File: src/rtl/mixcolumn_ctrl.sv
`default_nettype none
`timescale 1ns/1ps
// ============================================================================
//  Module      : mixcolumn_ctrl
//  Description : Column sequencer for a byte-serial MixColumns datapath.
//                Buffers one 4-byte column from a valid/ready stream, feeds it
//                to the datapath in four uninterrupted cycles, captures the
//                four result bytes and drains them on a valid/ready stream.
//                A per-column bypass passes the column through unmixed.
//  Revision    : 1.0 - initial release
// ============================================================================
module mixcolumn_ctrl #(
    parameter int NCOL = 4
) (
    input  logic       clk,
    input  logic       rst,
    input  logic [7:0] s_data,
    input  logic       s_valid,
    output logic       s_ready,
    input  logic       bypass,
    output logic [7:0] m_data,
    output logic       m_valid,
    input  logic       m_ready,
    output logic       done,
    output logic [7:0] mc_din,
    output logic [7:0] mc_en,
    input  logic [7:0] mc_dout0,
    input  logic [7:0] mc_dout1,
    input  logic [7:0] mc_dout2,
    input  logic [7:0] mc_dout3
);

    localparam int CW = (NCOL > 1) ? $clog2(NCOL) : 1;
    localparam logic [CW-1:0] LAST_COL = CW'(NCOL - 1);

    localparam logic [1:0] ST_LOAD = 2'd0;
    localparam logic [1:0] ST_WAIT = 2'd1;
    localparam logic [1:0] ST_FEED = 2'd2;
    localparam logic [1:0] ST_CAPT = 2'd3;

    logic [1:0]      state_q, state_d;
    logic [1:0]      idx_q, idx_d;      // input fill index in LOAD, feed index k in FEED
    logic [3:0][7:0] ibuf_q, ibuf_d;    // ibuf[k] holds a_k
    logic            byp_q, byp_d;      // bypass flag captured with a0
    logic [3:0][7:0] obuf_q, obuf_d;    // obuf[k] holds b_k
    logic            ofull_q, ofull_d;  // output buffer holds an undrained column
    logic [1:0]      rd_q, rd_d;        // next output byte to drain
    logic [CW-1:0]   col_q, col_d;      // columns fully output so far (mod NCOL)
    logic            s_hs;
    logic            m_hs;

    // Stream handshakes and datapath drive, all decoded from registered state
    assign s_ready = (state_q == ST_LOAD) && !rst;
    assign s_hs    = s_valid && s_ready;
    assign m_valid = ofull_q;
    assign m_data  = ofull_q ? obuf_q[rd_q] : 8'h00;
    assign m_hs    = m_valid && m_ready;
    assign done    = m_hs && (rd_q == 2'd3) && (col_q == LAST_COL);
    assign mc_din  = (state_q == ST_FEED) ? ibuf_q[idx_q] : 8'h00;
    assign mc_en   = ((state_q == ST_FEED) && (idx_q != 2'd0)) ? 8'hFF : 8'h00;

    // Next-state logic: output drain runs independently of the input FSM;
    // the FSM only refills obuf once it is empty, so the two never collide
    always_comb begin
        state_d = state_q;
        idx_d   = idx_q;
        ibuf_d  = ibuf_q;
        byp_d   = byp_q;
        obuf_d  = obuf_q;
        ofull_d = ofull_q;
        rd_d    = rd_q;
        col_d   = col_q;

        if (m_hs) begin
            rd_d = rd_q + 2'd1;
            if (rd_q == 2'd3) begin
                ofull_d = 1'b0;
                col_d   = (col_q == LAST_COL) ? '0 : col_q + CW'(1);
            end
        end

        case (state_q)
            ST_LOAD: begin
                if (s_hs) begin
                    ibuf_d[idx_q] = s_data;
                    if (idx_q == 2'd0) begin
                        byp_d = bypass;
                    end
                    idx_d = idx_q + 2'd1;
                    if (idx_q == 2'd3) begin
                        state_d = ST_WAIT;
                    end
                end
            end
            ST_WAIT: begin
                // The datapath cannot stall, so feeding starts only when the
                // result has somewhere to go
                if (!ofull_q) begin
                    if (byp_q) begin
                        obuf_d  = ibuf_q;
                        ofull_d = 1'b1;
                        rd_d    = 2'd0;
                        state_d = ST_LOAD;
                    end else begin
                        state_d = ST_FEED;
                    end
                end
            end
            ST_FEED: begin
                idx_d = idx_q + 2'd1;
                if (idx_q == 2'd3) begin
                    state_d = ST_CAPT;
                end
            end
            default: begin
                obuf_d  = {mc_dout3, mc_dout2, mc_dout1, mc_dout0};
                ofull_d = 1'b1;
                rd_d    = 2'd0;
                state_d = ST_LOAD;
            end
        endcase
    end

    // State registers with synchronous reset; partial columns are discarded
    always_ff @(posedge clk) begin
        if (rst) begin
            state_q <= ST_LOAD;
            idx_q   <= 2'd0;
            ibuf_q  <= '0;
            byp_q   <= 1'b0;
            obuf_q  <= '0;
            ofull_q <= 1'b0;
            rd_q    <= 2'd0;
            col_q   <= '0;
        end else begin
            state_q <= state_d;
            idx_q   <= idx_d;
            ibuf_q  <= ibuf_d;
            byp_q   <= byp_d;
            obuf_q  <= obuf_d;
            ofull_q <= ofull_d;
            rd_q    <= rd_d;
            col_q   <= col_d;
        end
    end

endmodule
`default_nettype wire

File: config.mk
export PLATFORM = sky130hd
export DESIGN_NAME = mixcolumn_ctrl
export DESIGN_NICKNAME = d
export VERILOG_FILES = /design/src/rtl/mixcolumn_ctrl.sv
export SDC_FILE = /design/constraint.sdc
export NUM_CORES = 1
export LEC_CHECK = 0
export ABC_AREA = 1
export BUFFER_PORTS_ARGS = -buffer_cell sky130_fd_sc_hd__buf_2
export CAP_MARGIN = 0
export CORE_MARGIN = 3
export CORE_UTILIZATION = 39
export CTS_BUF_LIST = sky130_fd_sc_hd__clkbuf_8
export DETAILED_ROUTE_END_ITERATION = 16
export HOLD_SLACK_MARGIN = 0.12
export PLACE_DENSITY_LB_ADDON = 0.12
export SYNTH_ARGS = -nofsm -noshare
export SYNTH_HDL_FRONTEND = slang
export SYNTH_SLANG_ARGS = --single-unit
export TNS_END_PERCENT = 1
File: constraint.sdc
create_clock -name clk -period 3.9 [get_ports clk]
set_input_delay 0.78 -clock clk [delete_from_list [all_inputs] [get_ports clk]]
set_output_delay 0.78 -clock clk [all_outputs]
set_load 0.05 [all_outputs]
==> flow_summary.yaml <==
critical_path:
  crit_required_ps: 3120
  worst_ep_arrival_time_ps: 2580
  cp_top_family: "buffers and inverters"
  rr_startpoint: "idx_q[0]"
  start_kind: "flop"
  startpoint: "idx_q[0]"
  cpPeakStageDelay_ps: 670
  path_class: "reg2out"
  cp_cell_sequence: "clkinv_1 > ha_1 > nor2_1 > buf_2"
  end_kind: "output pin"
  cp_num_buf_inv: 2
  cpMaxStageDelayCell: "dfxtp_1"
  cp_max_fo: 20
grt:
  grtUsageTotal_pct: 20.02
  grt_max_degree: 51
  antenna_found_initial: 0
  grt_pass1_vias: 3476
  overflow: 0
  grt_pass1_wl_um: 17800
synth:
  synth_commonest_cells: "nand2_1 (155), a21oi_1 (87), nor2_1 (76)"
  avgSynthCellArea_um2: 6.495
  yosysUniqueCellTypes: 22
  synthFlopType: "dfxtp_1"
  synth_top_cell_area_share_pct: 38.14
  yosysMostFrequentCell: "nand2_1"
  async_flop_share_pct: 0
  seq_area_frac_synth_pct: 38.14
  syn_inst: 598
  synth_area_leader_cell: "dfxtp_1"
  syn_nets: 649
  ys_warn_count: 0
  ys_top_cells_by_area: "dfxtp_1 (38%), nand2_1 (15%), a21oi_1 (11%), o21ai_0 (8.4%), nor2_1 (7.3%)"
  ys_seq_elements: 74
  synth_area_um2: 3884
  synth_edf_count: 0
detailed_routing:
  vias_per_cell: 4.901
  routed_wl_um: 11240
  drtIter0Drc: 156
  ant_nets: 0
  drc: 0
  wl_per_cell_um: 14.52
  vias: 3793
  detail_route.first_pass.iterations: 5
die:
  die_x_um: 105.8
  io_pins: 72
  chipHeight_um: 105.8
  rows: 35
  coreArea_um2: 9459
  initial_core_util_pct: 41.06
  dieArea_um2: 11190
timing:
  fin_worst_skew_ps: 5.628
  drv_slew: 0
  period_share_pct: 86.11
  setup_tns_ps: 0
  hold_viol_final: 0
  maxSlewHeadroom_pct: 42.78
  timing.fmax_mhz: 297.8
  min_period_ps: 3358
  rsz0062_at_grt: "no"
  tightest_slew_ps: 855.2
  finalSetupViolations: 0
cts:
  clkSlewWorstSetupHoldPaths_ps: 80
  htree_levels: 3
  root_buffer: "clkbuf_8"
  clockBufferDepth: 2
  post_cts_buffers: 0
  cts_made_buffers: 9
  holdBufCountCts: 0
  numClockSinks: 74
  postCtsResizedCells: 0
  cts_tree: "built"
  clk_latency_ps: 350
status:
  status: "complete, no violations"
final_layout:
  synthToLayoutAreaGrowth_pct: 14.21
  nets: 691
  antenna_cells: 0
  final_area_um2: 4436
  final_layout_size_suffix_gt1_share_pct: 15.81
placed_design:
  gp_congestion: 0.9921
  postPlaceCellArea_um2: 4169
  io_buffers: 71
  place_hpwl_um: 8277
power_and_ir_drop:
  power_density_nw_per_um2: 383.9
  irDropWorstVdd_v: 0.0001826
  leakage_nw: 1.939
worst_hold_path:
  worstHoldStart: "col_q[1]"
  hold_class: "reg2reg"
flow_run:
  max_cap_violations: 0
-- worst paths after layout --
path | cells after the start | slack (ps) | to
max | 4 | 540 | mc_en[5]
min | 2 | 470 | col_q[1]
max reg2reg | 6 | 1350 | ibuf_q[6]
min reg2reg | 2 | 470 | col_q[1]
-- cell usage in the layout (no fill, tap or decap), drive strengths merged --
| cell | instances |
|---|---|
| nor2 | 77 |
| dfxtp | 74 |
| nor3 | 3 |
| nand2 | 157 |
| bufinv | 4 |
| o21ai | 69 |
| nand4 | 4 |
| ha | 6 |
| a21oi | 88 |
| clkbuf | 10 |
| inv | 49 |
| clkinv | 6 |
| nand3 | 24 |
| xor2 | 1 |
| buf | 73 |
-- state kept, by name, summed over array words and instances (netlist names) --
| signal | cells |
|---|---|
| col_q | 2 |
| rd_q | 2 |
| idx_q | 2 |
| obuf_q | 32 |
| ibuf_q | 32 |
| m_valid | 1 |
| byp_q | 1 |
| state_q | 2 |
-- layout make-up --
class | instances | area, um^2
clock buffer | 10 | 137.6
clock inverter | 6 | 128.9
fill | 1037 | 5024
inverter | 53 | 198.9
multi-input combinational | 429 | 1957
sequential | 74 | 1481
tap | 129 | 161.4
timing repair buffer | 73 | 370.4
-- where the power goes --
| part | leakage, nW | internal (mW) | switching (mW) |
|---|---|---|---|
| sequential | 0.598 | 0.766 | 0.0127 |
| combinational | 1.20 | 0.0444 | 0.0805 |
| clock | 0.138 | 0.504 | 0.294 |
-- kinds of logic (layout without fill, tap and decap cells) --
kind of cell | after synthesis | in the layout | share of synthesized area, %
AO/OA/AOI/OAI | 157 | 157 | 20.52
flip-flops | 74 | 74 | 38.14
adder cells (fa/ha/maj) | 6 | 6 | 1.933
buffers and inverters | 95 | 142 | 11.47
XOR/XNOR | 1 | 1 | 0.2256
AND/OR/NAND/NOR | 265 | 265 | 27.71
-- metrics by stage --
step	hold slack (ps)	std cells	util, %	setup WS (ps)	power [mW]
after floorplan	426.9	598	-	742.7	0.8682
after global placement	437.7	758	44.07	1013	0.9201
after detailed placement	456.2	758	44.07	939.8	0.9209
after CTS	468.2	774	46.89	557.8	1.707
after global routing	488.4	774	46.89	241.3	1.759
final	467.7	774	46.89	541.8	1.703
-- routing by layer --
layer / wire length, um / vias to the layer above / part of all wire, % / GRT usage (%)
met3: 622 / 14 / 5.5 / 3.001
met5: 0 / - / 0 / 0
met1: 5393 / 1680 / 48 / 28.73
met2: 5077 / 108 / 45 / 31.06
li1: - / 1991 / - / -
met4: 142 / 0 / 1.3 / 5.920
-- tightest hold or removal path, delay by kind of cell, from the launching register on --
kind	cells	cell delay, ps
DFF	1	320
buffers and inverters	1	50
AOI/OAI and AO/OA	1	50
Note: power is estimated with default switching activity, not from simulation.
